### config.mk
export PLATFORM = sky130hd
export DESIGN_NAME = bcd_stopwatch_ctrl
export DESIGN_NICKNAME = d
export VERILOG_FILES = /design/src/rtl/bcd_pkg.sv /design/src/rtl/bcd_digit.sv /design/src/rtl/bcd_stopwatch_ctrl.sv
export SDC_FILE = /design/constraint.sdc
export NUM_CORES = 1
export LEC_CHECK = 0
export ABC_AREA = 1
export CORE_MARGIN = 5
export CORE_UTILIZATION = 35
export CTS_BUF_LIST = sky130_fd_sc_hd__clkbuf_4 sky130_fd_sc_hd__clkbuf_8
export DETAILED_ROUTE_END_ITERATION = 16
export PLACE_DENSITY = 0.55
export SYNTH_ARGS = -nofsm -noshare
export SYNTH_HDL_FRONTEND = slang
export SYNTH_SLANG_ARGS = --single-unit
### constraint.sdc
create_clock -name clock -period 1.91 [get_ports clock]
set_input_delay 0.573 -clock clock [delete_from_list [all_inputs] [get_ports clock]]
set_output_delay 0.573 -clock clock [all_outputs]
set_load 0.05 [all_outputs]
### src/rtl/bcd_pkg.sv
// -----------------------------------------------------------------------------
// bcd_pkg
//   Shared types and constants for the BCD stopwatch controller.
//   - state_e     : sequencer states (2-bit encoding, all codes used)
//   - BCD_MAX     : largest legal decimal digit value
//   - NDIG        : number of cascaded decades in the count chain
//   - is_counting : true in the states where the prescaler runs
// -----------------------------------------------------------------------------
package bcd_pkg;

  typedef enum logic [1:0] {
    IDLE  = 2'd0,
    RUN   = 2'd1,
    PAUSE = 2'd2,
    LAP   = 2'd3
  } state_e;

  localparam logic [3:0] BCD_MAX = 4'd9;
  localparam int         NDIG    = 4;

  // RUN and LAP both keep time; LAP only changes what the display shows.
  function automatic logic is_counting(input state_e s);
    return (s == RUN) || (s == LAP);
  endfunction

endpackage

### src/rtl/bcd_digit.sv
// -----------------------------------------------------------------------------
// bcd_digit
//   One decade of the cascaded BCD count chain.
//   Ports:
//     clock  in   rising-edge clock
//     reset  in   asynchronous active-low reset
//     clr    in   synchronous clear to 0
//     inc    in   advance this digit by one
//     q      out  current digit value
//     carry  out  inc while at 9: advance the next decade this cycle
// -----------------------------------------------------------------------------
module bcd_digit
  import bcd_pkg::*;
(
  input  logic       clock,
  input  logic       reset,
  input  logic       clr,
  input  logic       inc,
  output logic [3:0] q,
  output logic       carry
);

  logic [3:0] q_q;

  // Decade register; a corrupted value above 9 falls back to 0 on the next advance.
  always_ff @(posedge clock or negedge reset) begin
    if (!reset) begin
      q_q <= 4'd0;
    end else if (clr) begin
      q_q <= 4'd0;
    end else if (inc) begin
      if (q_q >= BCD_MAX) begin
        q_q <= 4'd0;
      end else begin
        q_q <= q_q + 4'd1;
      end
    end
  end

  assign q     = q_q;
  assign carry = inc & (q_q == BCD_MAX);

endmodule

### src/rtl/bcd_stopwatch_ctrl.sv
// -----------------------------------------------------------------------------
// bcd_stopwatch_ctrl
//   Stopwatch sequencer driving a 4-digit BCD count chain: start/pause,
//   lap freeze and clear, with a prescaler producing count ticks.
//   Parameter:
//     TICK_DIV    clock cycles per count tick (>= 1)
//   Ports:
//     clock       in   rising-edge clock
//     reset       in   asynchronous active-low reset
//     start_stop  in   pulse: toggle run/pause
//     lap         in   pulse: freeze/unfreeze display while counting goes on
//     clear       in   pulse: back to IDLE with count 0000
//     display     out  {d3,d2,d1,d0}; lap latch in LAP, live count otherwise
//     running     out  1 in RUN or LAP
//     lap_active  out  1 in LAP
//     overflow    out  sticky 9999->0000 wrap flag
//     tick        out  1-cycle pulse on the cycle whose edge advances the count
// -----------------------------------------------------------------------------
module bcd_stopwatch_ctrl
  import bcd_pkg::*;
#(
  parameter int TICK_DIV = 50000
) (
  input  logic        clock,
  input  logic        reset,
  input  logic        start_stop,
  input  logic        lap,
  input  logic        clear,
  output logic [15:0] display,
  output logic        running,
  output logic        lap_active,
  output logic        overflow,
  output logic        tick
);

  localparam int            PW        = $clog2(TICK_DIV) + 1;
  localparam logic [PW-1:0] PRESC_MAX = PW'(TICK_DIV - 1);
  localparam logic [PW-1:0] PRESC_ONE = PW'(1);

  state_e            state_q;
  logic [PW-1:0]     presc_q;
  logic [15:0]       latch_q;
  logic              ovf_q;
  logic [15:0]       count_s;
  logic              tick_s;
  logic [NDIG-1:0]   inc_s;
  logic [NDIG-1:0]   carry_s;

  // A clear in the same cycle suppresses the increment, so no tick is reported.
  assign tick_s = is_counting(state_q) && (presc_q == PRESC_MAX) && !clear;

  // Count chain: each decade advances on the carry of the one below it.
  for (genvar g = 0; g < NDIG; g++) begin : g_digit
    if (g == 0) begin : g_first
      assign inc_s[g] = tick_s;
    end else begin : g_next
      assign inc_s[g] = carry_s[g-1];
    end
    bcd_digit u_digit (
      .clock (clock),
      .reset (reset),
      .clr   (clear),
      .inc   (inc_s[g]),
      .q     (count_s[4*g +: 4]),
      .carry (carry_s[g])
    );
  end

  // Sequencer; clear beats start_stop, which beats lap.
  always_ff @(posedge clock or negedge reset) begin
    if (!reset) begin
      state_q <= IDLE;
    end else if (clear) begin
      state_q <= IDLE;
    end else begin
      case (state_q)
        IDLE:  if (start_stop) state_q <= RUN;
        RUN:   if (start_stop) state_q <= PAUSE;
               else if (lap)   state_q <= LAP;
        LAP:   if (start_stop) state_q <= PAUSE;
               else if (lap)   state_q <= RUN;
        PAUSE: if (start_stop) state_q <= RUN;
        default:               state_q <= IDLE;
      endcase
    end
  end

  // Prescaler: held in PAUSE so the tick phase survives a pause/resume.
  always_ff @(posedge clock or negedge reset) begin
    if (!reset) begin
      presc_q <= '0;
    end else if (clear || (state_q == IDLE)) begin
      presc_q <= '0;
    end else if (is_counting(state_q)) begin
      if (presc_q == PRESC_MAX) begin
        presc_q <= '0;
      end else begin
        presc_q <= presc_q + PRESC_ONE;
      end
    end
  end

  // Lap latch samples the pre-increment count when entering LAP.
  always_ff @(posedge clock or negedge reset) begin
    if (!reset) begin
      latch_q <= 16'h0000;
    end else if (clear) begin
      latch_q <= 16'h0000;
    end else if ((state_q == RUN) && lap && !start_stop) begin
      latch_q <= count_s;
    end
  end

  // Sticky overflow: carry out of the top decade means 9999 -> 0000.
  always_ff @(posedge clock or negedge reset) begin
    if (!reset) begin
      ovf_q <= 1'b0;
    end else if (clear) begin
      ovf_q <= 1'b0;
    end else if (carry_s[NDIG-1]) begin
      ovf_q <= 1'b1;
    end
  end

  assign display    = (state_q == LAP) ? latch_q : count_s;
  assign running    = is_counting(state_q);
  assign lap_active = (state_q == LAP);
  assign overflow   = ovf_q;
  assign tick       = tick_s;

endmodule

==> impl_metrics.json <==
{
  "endpoint_kind": "output port",
  "reg2reg_from": "presc_q[11]",
  "pin_count": 25,
  "wirelength_mm": 8.26,
  "cts_tree": "yes",
  "antenna_cells": 0,
  "violations": "setup timing",
  "initial_core_util_pct": 35.5,
  "cts_sinks": 52,
  "antenna_found_initial": 0,
  "synth-seq-cells": 52,
  "synthArstFlopShare_pct": 100,
  "setup_viol": 17,
  "final_cells": 567,
  "r2r_end": "g_digit[3].u_digit.q[2]",
  "fmax_mhz": 488,
  "dp_hpwl_mm": 5.23,
  "syn_nets": 406,
  "yosys.cell_types.count": 32,
  "grt_use_total_pct": 15.9,
  "r2r_slack_ps": 120,
  "arrival_ps": 1480,
  "cts_root_buf": "clkbuf_8",
  "nNetsFinal": 476,
  "crit_path_top_delay_cell": "dfrtp_1",
  "grt_pass1_vias": 3000,
  "ir_drop_mv": 0.277,
  "syn_area_per_cell_um2": 7.91,
  "worstRegToRegCells": 11,
  "fin_area_mm2": 0.00444,
  "period_share_pct": 107,
  "yosys-top-cells-area": "dfrtp_1, nand2_1, inv_1",
  "synth-seq-area-share_pct": 42.4,
  "synth-main-ff-cell": "dfrtp_1",
  "viasPerCell": 5.00,
  "clk_latency_ps": 320,
  "drive_gt1_share_pct": 30.7,
  "hold_violations": 0,
  "fp.dieH_um": 104,
  "relSlewSlack_pct": 65.1,
  "drtIter0Drc": 112,
  "worst_pin_slew_ps": 518,
  "final_cell_mix": "nand2_1, inv_1, dfrtp_1, buf_4, nor2_1",
  "nFillCells": 818,
  "final_antenna_net_count": 0,
  "fin_skew_ps": 17.3,
  "leakagePower_nw": 1.91,
  "rsz0062_at_grt": "yes",
  "clockBufferDepth": 2,
  "fin_ws_ps": -139,
  "grt_max_degree": 53,
  "hold_buffers": 0,
  "worstSetupPathType": "flop to output port",
  "final.min_clock_period_ps": 2050,
  "synth-edff-count": 0,
  "p_total_w": 0.00234,
  "synth_top_cell_area_share_pct": 42.4,
  "synth_warnings": 0,
  "port-buffer-count": 24,
  "grt.overflow.total": 0,
  "hp-class": "input port to async pin",
  "fp.coreArea_mm2": 0.00864,
  "numCtsBuffers": 5,
  "syn2layout_area_growth_pct": 44.7,
  "pwr_density_cell_mw_per_mm2": 528,
  "clkTransAtPathRegs_ps": 90,
  "maxCapViolCount": 0,
  "syn-cell-area_mm2": 0.00307,
  "grt_pass1_wl_mm": 14.3,
  "dr.pass1.iters": 4,
  "layout_commonest_cell": "nand2_1",
  "status": "finished, violations left",
  "cp_data_required_time_ps": 1340,
  "slowest_delay_ps": 410,
  "yosys.area.top_type": "dfrtp_1",
  "routabilityCongestion": 0.830,
  "path_max_fanout": 2,
  "cp-start-kind": "flop",
  "routedWlPerCell_um": 14.6,
  "cp_cell_sequence": "inv_1, nand3_2, nor2_4, nand3_2, nor2_4, buf_12",
  "cts_htree_levels": 2,
  "row_count": 34,
  "place_area_mm2": 0.00383,
  "syn_inst": 388,
  "drc_errors": 0,
  "final_max_slew_viol_count": 0,
  "place_inst": 540,
  "die_x_um": 104,
  "vias": 2837,
  "dieArea_mm2": 0.0107
}
registers in the layout, indices dropped and copies added (netlist names):
name / count
presc_q: 17
g_digit.u_digit.q: 16
latch_q: 16
state_q: 2
overflow: 1
Yosys cell counts (5+ instances only):
cell type,instances
nor2_2,5
ha_1,13
inv_1,60
a21oi_1,13
o21ai_0,33
nand4_1,10
xnor2_1,6
o22ai_1,15
nand2_1,70
clkbuf_1,6
nor2_4,5
xor2_1,7
dfrtp_1,52
nor2_1,28
nand3_1,27
nor3_1,9
timing repair:
item / in CTS / in global routing
gates resized for setup: 53 / 23
endpoints found under the hold margin: 0 / 0
endpoints found under the setup margin: 17 / 19
buffers inserted: 10 / 8
pin swaps: 6 / 8
gates cloned: 4 / 0
area by class of cell:
cell class	instances	area, µm²	area share, %
Timing Repair Buffer	74	895	20.2
Multi-Input combinational cell	262	1760	39.6
Clock inverter	2	35.0	0.789
Clock buffer	6	76.3	1.72
Sequential cell	52	1300	29.3
Tap cell	108	135	3.04
Inverter	63	239	5.38
layer usage:
layer / part of all wire, % / vias to the layer above / GRT usage [%]
li1: - / 1398 / -
met1: 46 / 1386 / 20.8
met2: 49 / 38 / 26.5
met3: 2.5 / 15 / 2.49
met4: 1.8 / 0 / 5.53
met5: 0 / - / 0
metrics by stage:
step                hold WS [ps]  utilization [%]  setup slack (ps)  setup TNS [ps]
finish                       225             51.4              -139           -1680
global route                 264             51.4              -225           -2870
CTS                          252             50.6              -184           -1930
detailed placement           515             44.3              -297           -6930
global placement             494             44.3              -263           -6780
floorplan                    277                -              -188           -3010
cells by family after synthesis:
family | share of synthesized area, %
and+or+nand+nor | 27.0
buffers and inverters | 9.50
AOI/OAI and AO/OA | 12.1
DFF | 42.4
xor gates and xnor gates | 3.71
adders and majority gates | 5.30
where the power goes:
| part | leakage, nW | internal, W | switching, W |
|---|---|---|---|
| Clock | 0.0586 | 0.000404 | 0.000393 |
| Sequential | 0.721 | 0.00112 | 0.0000307 |
| Combinational | 1.13 | 0.000177 | 0.000214 |
worst max-delay path, delay by kind of cell (launching register included):
| family | cells | cell delay, ps |
|---|---|---|
| simple gates | 4 | 490 |
| flops | 1 | 410 |
| buf+inv | 2 | 260 |
worst max path at each step:
stage                           start           to  slack [ps]  depth (start not counted)
after floorplan            state_q[0]  display[10]        -190                          4
after global placement          clear         tick        -260                          5
after detailed placement        clear   presc_q[7]        -300                         10
after CTS                 presc_q[12]         tick        -180                          6
after global routing       presc_q[0]         tick        -230                          6
final                     presc_q[11]         tick        -140                          6
Note: power is estimated with default switching activity, not from simulation.
